===== src/rtl/sha2_pkg.sv =====
// rtl/sha2_pkg.sv - SHA-2 state bank constants, IV sets, FSM state type
package sha2_pkg;

    localparam int NUM_WORDS = 8;

    // SHA-256 / SHA-224 initial hash values, H0 in the MSBs
    localparam logic [255:0] IV_SHA256 = {
        32'h6a09e667, 32'hbb67ae85, 32'h3c6ef372, 32'ha54ff53a,
        32'h510e527f, 32'h9b05688c, 32'h1f83d9ab, 32'h5be0cd19
    };
    localparam logic [255:0] IV_SHA224 = {
        32'hc1059ed8, 32'h367cd507, 32'h3070dd17, 32'hf70e5939,
        32'hffc00b31, 32'h68581511, 32'h64f98fa7, 32'hbefa4fa4
    };

    // SHA-512 / SHA-384 initial hash values, H0 in the MSBs
    localparam logic [511:0] IV_SHA512 = {
        64'h6a09e667f3bcc908, 64'hbb67ae8584caa73b, 64'h3c6ef372fe94f82b, 64'ha54ff53a5f1d36f1,
        64'h510e527fade682d1, 64'h9b05688c2b3e6c1f, 64'h1f83d9abfb41bd6b, 64'h5be0cd19137e2179
    };
    localparam logic [511:0] IV_SHA384 = {
        64'hcbbb9d5dc1059ed8, 64'h629a292a367cd507, 64'h9159015a3070dd17, 64'h152fecd8f70e5939,
        64'h67332667ffc00b31, 64'h8eb44a8768581511, 64'hdb0c2e0d64f98fa7, 64'h47b5481dbefa4fa4
    };

    typedef enum logic [1:0] {
        IDLE,
        LOAD,
        ROUND,
        FEEDFWD
    } state_t;

    // IV for the word width and truncation mode; 32-bit sets sit in the low 256 bits
    function automatic logic [511:0] sha2_iv(input int word_w, input logic trunc);
        if (word_w == 64) begin
            return trunc ? IV_SHA384 : IV_SHA512;
        end
        return {256'd0, (trunc ? IV_SHA224 : IV_SHA256)};
    endfunction

endpackage


===== src/rtl/sha2_feedfwd_add.sv =====
// rtl/sha2_feedfwd_add.sv - eight independent modular adders forming the next chaining value
module sha2_feedfwd_add
    import sha2_pkg::*;
#(
    parameter int WORD_W = 32
) (
    input  logic [NUM_WORDS*WORD_W-1:0] h,
    input  logic [NUM_WORDS*WORD_W-1:0] work,
    output logic [NUM_WORDS*WORD_W-1:0] h_next
);

    // Each word wraps on its own; no carry crosses a word boundary
    for (genvar i = 0; i < NUM_WORDS; i++) begin : g_add
        assign h_next[i*WORD_W +: WORD_W] = h[i*WORD_W +: WORD_W] + work[i*WORD_W +: WORD_W];
    end

endmodule


===== src/rtl/sha2_state_bank.sv =====
// rtl/sha2_state_bank.sv - SHA-2 chaining/working register bank and block sequencer (option: SHA2_TRUNC_EN)
module sha2_state_bank
    import sha2_pkg::*;
#(
    parameter int WORD_W = 32,
    parameter int ROUNDS = 64,
    parameter int CNT_W  = $clog2(ROUNDS + 1)
) (
    input  logic                        clk,
    input  logic                        rst,
`ifdef SHA2_TRUNC_EN
    input  logic                        mode_trunc,
`endif
    input  logic                        start_msg,
    input  logic                        start_blk,
    input  logic                        abort,
    input  logic                        round_valid,
    input  logic [NUM_WORDS*WORD_W-1:0] work_in,
    output logic [NUM_WORDS*WORD_W-1:0] work_out,
    output logic [CNT_W-1:0]            round_cnt,
    output logic                        busy,
    output logic                        blk_done,
    output logic                        digest_valid,
    output logic [NUM_WORDS*WORD_W-1:0] digest_out
);

    localparam int DW = NUM_WORDS * WORD_W;

    if (WORD_W != 32 && WORD_W != 64) begin : g_bad_word_w
        $error("sha2_state_bank: WORD_W must be 32 or 64");
    end

    localparam logic [511:0]   IV_FULL_W = sha2_iv(WORD_W, 1'b0);
    localparam logic [DW-1:0]  IV_FULL   = IV_FULL_W[DW-1:0];

    state_t          state_q, state_d;
    logic [DW-1:0]   h_q, work_q, h_next, start_iv;
    logic [CNT_W-1:0] cnt_q;
    logic            blk_done_q, digest_valid_q, chain_valid_q;
    logic            load_iv, load_chain, take_round, do_ff, do_abort;

`ifdef SHA2_TRUNC_EN
    localparam logic [511:0]  IV_TRUNC_W = sha2_iv(WORD_W, 1'b1);
    localparam logic [DW-1:0] IV_TRUNC   = IV_TRUNC_W[DW-1:0];
    // SHA-224 drops H7, SHA-384 drops H6..H7
    localparam int            ZW         = (WORD_W == 64) ? 2 * WORD_W : WORD_W;
    localparam logic [DW-1:0] TRUNC_MASK = {{(DW - ZW){1'b1}}, {ZW{1'b0}}};
    logic trunc_q;

    assign start_iv   = mode_trunc ? IV_TRUNC : IV_FULL;
    assign digest_out = trunc_q ? (h_q & TRUNC_MASK) : h_q;
`else
    assign start_iv   = IV_FULL;
    assign digest_out = h_q;
`endif

    assign work_out     = work_q;
    assign round_cnt    = cnt_q;
    assign busy         = (state_q != IDLE);
    assign blk_done     = blk_done_q;
    assign digest_valid = digest_valid_q;

    sha2_feedfwd_add #(
        .WORD_W (WORD_W)
    ) u_feedfwd (
        .h      (h_q),
        .work   (work_q),
        .h_next (h_next)
    );

    // State register
    always_ff @(posedge clk or negedge rst) begin
        if (!rst) begin
            state_q <= IDLE;
        end else begin
            state_q <= state_d;
        end
    end

    // Next state and per-cycle datapath actions
    always_comb begin
        state_d    = state_q;
        load_iv    = 1'b0;
        load_chain = 1'b0;
        take_round = 1'b0;
        do_ff      = 1'b0;
        do_abort   = 1'b0;
        case (state_q)
            IDLE: begin
                if (start_msg || start_blk) begin
                    if (abort) begin
                        // Start cancelled in the same cycle: spend one cycle and load nothing
                        state_d = LOAD;
                    end else begin
                        if (start_msg || !chain_valid_q) begin
                            load_iv = 1'b1;
                        end else begin
                            load_chain = 1'b1;
                        end
                        state_d = ROUND;
                    end
                end
            end
            LOAD: begin
                do_abort = abort;
                state_d  = IDLE;
            end
            ROUND: begin
                if (abort) begin
                    do_abort = 1'b1;
                    state_d  = IDLE;
                end else if (round_valid) begin
                    take_round = 1'b1;
                    if (cnt_q == CNT_W'(ROUNDS - 1)) begin
                        state_d = FEEDFWD;
                    end
                end
            end
            FEEDFWD: begin
                if (abort) begin
                    do_abort = 1'b1;
                end else begin
                    do_ff = 1'b1;
                end
                state_d = IDLE;
            end
            default: state_d = IDLE;
        endcase
    end

    // Chaining value, working variables, round counter and status flags
    always_ff @(posedge clk or negedge rst) begin
        if (!rst) begin
            h_q            <= IV_FULL;
            work_q         <= IV_FULL;
            cnt_q          <= '0;
            blk_done_q     <= 1'b0;
            digest_valid_q <= 1'b0;
            chain_valid_q  <= 1'b0;
`ifdef SHA2_TRUNC_EN
            trunc_q        <= 1'b0;
`endif
        end else begin
            blk_done_q <= do_ff;
            if (load_iv) begin
                h_q            <= start_iv;
                work_q         <= start_iv;
                chain_valid_q  <= 1'b1;
                digest_valid_q <= 1'b0;
`ifdef SHA2_TRUNC_EN
                trunc_q        <= mode_trunc;
`endif
            end
            if (load_chain) begin
                work_q         <= h_q;
                digest_valid_q <= 1'b0;
            end
            if (take_round) begin
                work_q <= work_in;
                cnt_q  <= cnt_q + CNT_W'(1);
            end
            if (do_ff) begin
                h_q            <= h_next;
                digest_valid_q <= 1'b1;
                cnt_q          <= '0;
            end
            if (do_abort) begin
                cnt_q          <= '0;
                chain_valid_q  <= 1'b0;
                digest_valid_q <= 1'b0;
            end
        end
    end

endmodule


===== config.mk =====
export PLATFORM = sky130hd
export DESIGN_NAME = sha2_state_bank
export DESIGN_NICKNAME = d
export VERILOG_FILES = /design/src/rtl/sha2_pkg.sv /design/src/rtl/sha2_feedfwd_add.sv /design/src/rtl/sha2_state_bank.sv
export SDC_FILE = /design/constraint.sdc
export NUM_CORES = 2
export LEC_CHECK = 0
export CORE_AREA = 2 2 304 306
export CTS_BUF_LIST = sky130_fd_sc_hd__clkbuf_4 sky130_fd_sc_hd__clkbuf_8
export DETAILED_ROUTE_END_ITERATION = 10
export DIE_AREA = 0 0 306 308
export MAX_ROUTING_LAYER = met4
export REMOVE_ABC_BUFFERS = 1
export SYNTH_ARGS = -nofsm -noshare
export SYNTH_HDL_FRONTEND = slang
export SYNTH_SLANG_ARGS = --single-unit
export TNS_END_PERCENT = 100

===== constraint.sdc =====
create_clock -name clk -period 4.05 [get_ports clk]
set_input_delay 0.405 -clock clk [delete_from_list [all_inputs] [get_ports clk]]
set_output_delay 0.405 -clock clk [all_outputs]
set_load 0.1 [all_outputs]

==> impl_metrics.json <==
{
  "clkTransAtPathRegs_ns": 0.06,
  "slew_headroom_pct": 23.32,
  "initial_core_util_pct": 36.14,
  "seq_area_frac_synth_pct": 40.92,
  "p_total_mw": 33.50,
  "wl_met1_um": 55340,
  "grt_start_max_net_pins": 136,
  "rr_endpoint": "digest_out[255]$_DFFE_PN0P_",
  "drv_cap": 0,
  "cp_common_cell": "nor2_1",
  "wl_um": 126500,
  "critPathMaxStageDelay_ns": 0.55,
  "h-tree-depth": 3,
  "cts_made_buffers": 100,
  "fin_util_pct": 48.77,
  "ant_nets": 0,
  "startpoint_type": "register",
  "hold_start": "work_in[131]",
  "worst_pin_slew_ns": 1.147,
  "ys_ff_latch": 524,
  "final_cells": 5824,
  "first_pass_iters": 5,
  "drtIter0Drc": 1948,
  "p_leak_nw": 19.79,
  "synth-warning-count": 0,
  "max_freq_mhz": 274.4,
  "cp_slowest_cell": "dfstp_2",
  "crit_path_end_kind": "register",
  "ioPinCount": 784,
  "rows": 111,
  "drcViolationCount": 0,
  "hold_violations": 0,
  "routed.top_layer": "met4",
  "dpl.cell_count": 5628,
  "r2r_cells": 12,
  "avgSynthCellArea_um2": 8.668,
  "critPathKind": "register to register",
  "cp_num_buf_inv": 0,
  "crit_fanout": 5,
  "hpwl_um": 90690,
  "fin_nets": 5064,
  "via_per_inst": 5.390,
  "min_period_over_period_pct": 89.99,
  "crit_family": "compound AO/OA/AOI/OAI gates",
  "grt_pass1_wl_um": 191700,
  "die_w_um": 306,
  "grt_pass1_vias": 30940,
  "worstPathRequired_ns": 4.73,
  "cp.arrival_ns": 4.33,
  "outcome": "finished clean",
  "netlist_area_mm2": 0.03288,
  "antenna_found_initial": 9,
  "slew_violations": 0,
  "synth_edf_count": 0,
  "synth_ff_type": "dfstp_2",
  "vias": 31390,
  "grt.overflow.total": 0,
  "cts-root-buf": "clkbuf_8",
  "path_cells": "ha_1 > a211oi_2 > nor2_1 > a311oi_4 > o22ai_2 > a2111oi_2 > nor2_1 > a221o_1 > a41o_1 > o21a_1 > or4_1 > nand3_1",
  "wl_met3_um": 7083,
  "coreArea_mm2": 0.09097,
  "rsz0062_at_grt": "no",
  "numPortBuffers": 783,
  "wl_per_cell_um": 21.71,
  "place.gp.congestion": 0.9382,
  "tns_ns": 0,
  "wl_met2_um": 60640,
  "postCtsSetupBuffers": 0,
  "skew_ns": 0.03490,
  "min_path_type": "input pin to register",
  "area_growth_pct": 34.95,
  "clock-sinks": 524,
  "r2r_slack_ns": 0.41,
  "ys_types": 75,
  "syn_inst": 3793,
  "setup_violations": 0,
  "max-clock-path-buffers": 3,
  "grt_usage_pct": 26.91,
  "drive_gt1_share_pct": 11.75,
  "die_h_um": 308,
  "clock_latency_ns": 0.75,
  "post-route-min-period_ns": 3.645,
  "cts_tree": "yes",
  "whs_path_depth": 3,
  "die-area_mm2": 0.09425,
  "power.density_mw_per_mm2": 755.1,
  "hold_end": "work_out[131]$_DFFE_PN1P_",
  "ir_drop_mv": 0.4860,
  "r2r_start": "work_out[225]$_DFFE_PN1P_",
  "async_flop_share_pct": 100.0,
  "crit_cells": 12
}
## power by group
| group | switching [mW] | total, mW | leakage (nW) | internal, mW |
|---|---|---|---|---|
| combinational | 13.8 | 19.4 | 12.4 | 5.63 |
| clock | 2.48 | 5.77 | 1.17 | 3.29 |
| sequential | 1.49 | 8.31 | 6.27 | 6.82 |
| total | 17.8 | 33.5 | 19.8 | 15.7 |
## timing repair
action                                 CTS  global route
resized for setup                        0             0
hold buffers                             1             0
endpoints found under the hold margin   32             0
## tightest hold or removal path: stages
cell,delay [ns]
clkdlybuf4s50_1,0.40
nand2_1,0.06
a31oi_1,0.07
## placed cells by master, fill, tap and decap left out, drive strengths merged, types with 23 or more instances in the layout
cell type / instances
nand2: 716
a21oi: 324
a31oi: 155
inv: 87
xnor2: 91
dfstp: 272
clkdlybuf4s50: 779
nor2: 348
buf: 47
dfrtp: 252
nand2b: 48
o21a: 26
nor2b: 38
nand3: 44
nor3: 32
clkbuf: 176
o21bai: 23
and3: 25
ha: 249
a21o: 131
a22oi: 126
o21ai: 227
xor2: 125
## metal layers
layer,GRT usage (%),up-vias
met5,-,-
met4,8.409,0
met3,4.597,169
met2,44.19,923
met1,33.84,15250
li1,-,15050
## synth_stat cells (13+ instances only)
cell type	count	area, µm²
o22ai_1	14	87.58
clkbuf_1	172	645.6
dfrtp_1	252	6306
nor3_1	32	160.2
o211ai_1	13	97.59
a31oi_1	155	969.7
nand3_1	44	220.2
dfstp_2	272	7147
xor2_1	125	1095
a22oi_1	126	945.9
nand2_1	716	2688
a211oi_1	21	157.7
nor2b_1	38	237.7
o21a_1	26	195.2
inv_1	85	319.1
a22o_1	16	140.1
and3_1	25	156.4
and2_1	15	93.84
nand2b_1	48	300.3
xnor2_1	91	797.0
a21oi_1	324	1622
o31ai_1	15	112.6
nor2_1	348	1306
o21bai_1	23	172.7
nand4_1	22	137.6
ha_1	249	3115
o21ai_0	223	1116
a21o_1	131	983.4
## kinds of logic (layout without fill, tap and decap cells)
logic type / count (synthesis) / count (layout) / share of synthesized area, %
AOI/OAI and AO/OA: 1192 / 1192 / 23.00
xor gates and xnor gates: 216 / 216 / 5.754
other: 0 / 8 / 0
and+or+nand+nor: 1332 / 1332 / 17.08
adders and majority gates: 257 / 257 / 9.963
muxes: 9 / 9 / 0.2816
buffers and inverters: 263 / 1100 / 3.003
DFF: 524 / 524 / 40.92
## how the worst max path moves through the flow
stage | start | end | slack, ns
2_1_floorplan | state_q[0]$_DFFE_PN0P_ | work_out[193]$_DFFE_PN0P_ | -7.60
3_3_place_gp | work_out[1]$_DFFE_PN0P_ | digest_out[31]$_DFFE_PN0P_ | 0.50
3_5_place_dp | work_out[225]$_DFFE_PN1P_ | digest_out[255]$_DFFE_PN0P_ | 0.46
4_1_cts | work_out[225]$_DFFE_PN1P_ | digest_out[255]$_DFFE_PN0P_ | 0.44
5_1_grt | digest_out[194]$_DFFE_PN1P_ | digest_out[222]$_DFFE_PN0P_ | 0.07
6_report | work_out[225]$_DFFE_PN1P_ | digest_out[255]$_DFFE_PN0P_ | 0.41
## sequential cells by signal, indices dropped and copies added (netlist names)
name / cells
digest_out: 256
work_out: 256
round_cnt: 7
state_q: 2
blk_done: 1
chain_valid_q: 1
digest_valid: 1
## metrics by stage
stage,setup WS (ns),instance area (µm²),hold WS [ns]
CTS,0.4413,44350,0.08039
detailed placement,0.4634,42150,0.4725
finish,0.4054,44370,0.1817
global placement,0.4982,42150,0.4678
global route,0.06608,44370,0.1459
floorplan,-7.602,32210,0.1094
## final cells by class
type	instances	area, µm²
timing repair buffer	827	8393
multi-input combinational	3006	18500
inverter	86	327.8
tap	1186	1484
antenna	8	20.02
clock inverter	11	96.34
sequential	524	13450
clock buffer	176	2097
fill	8642	46600
Note: power is estimated with default switching activity, not from simulation.
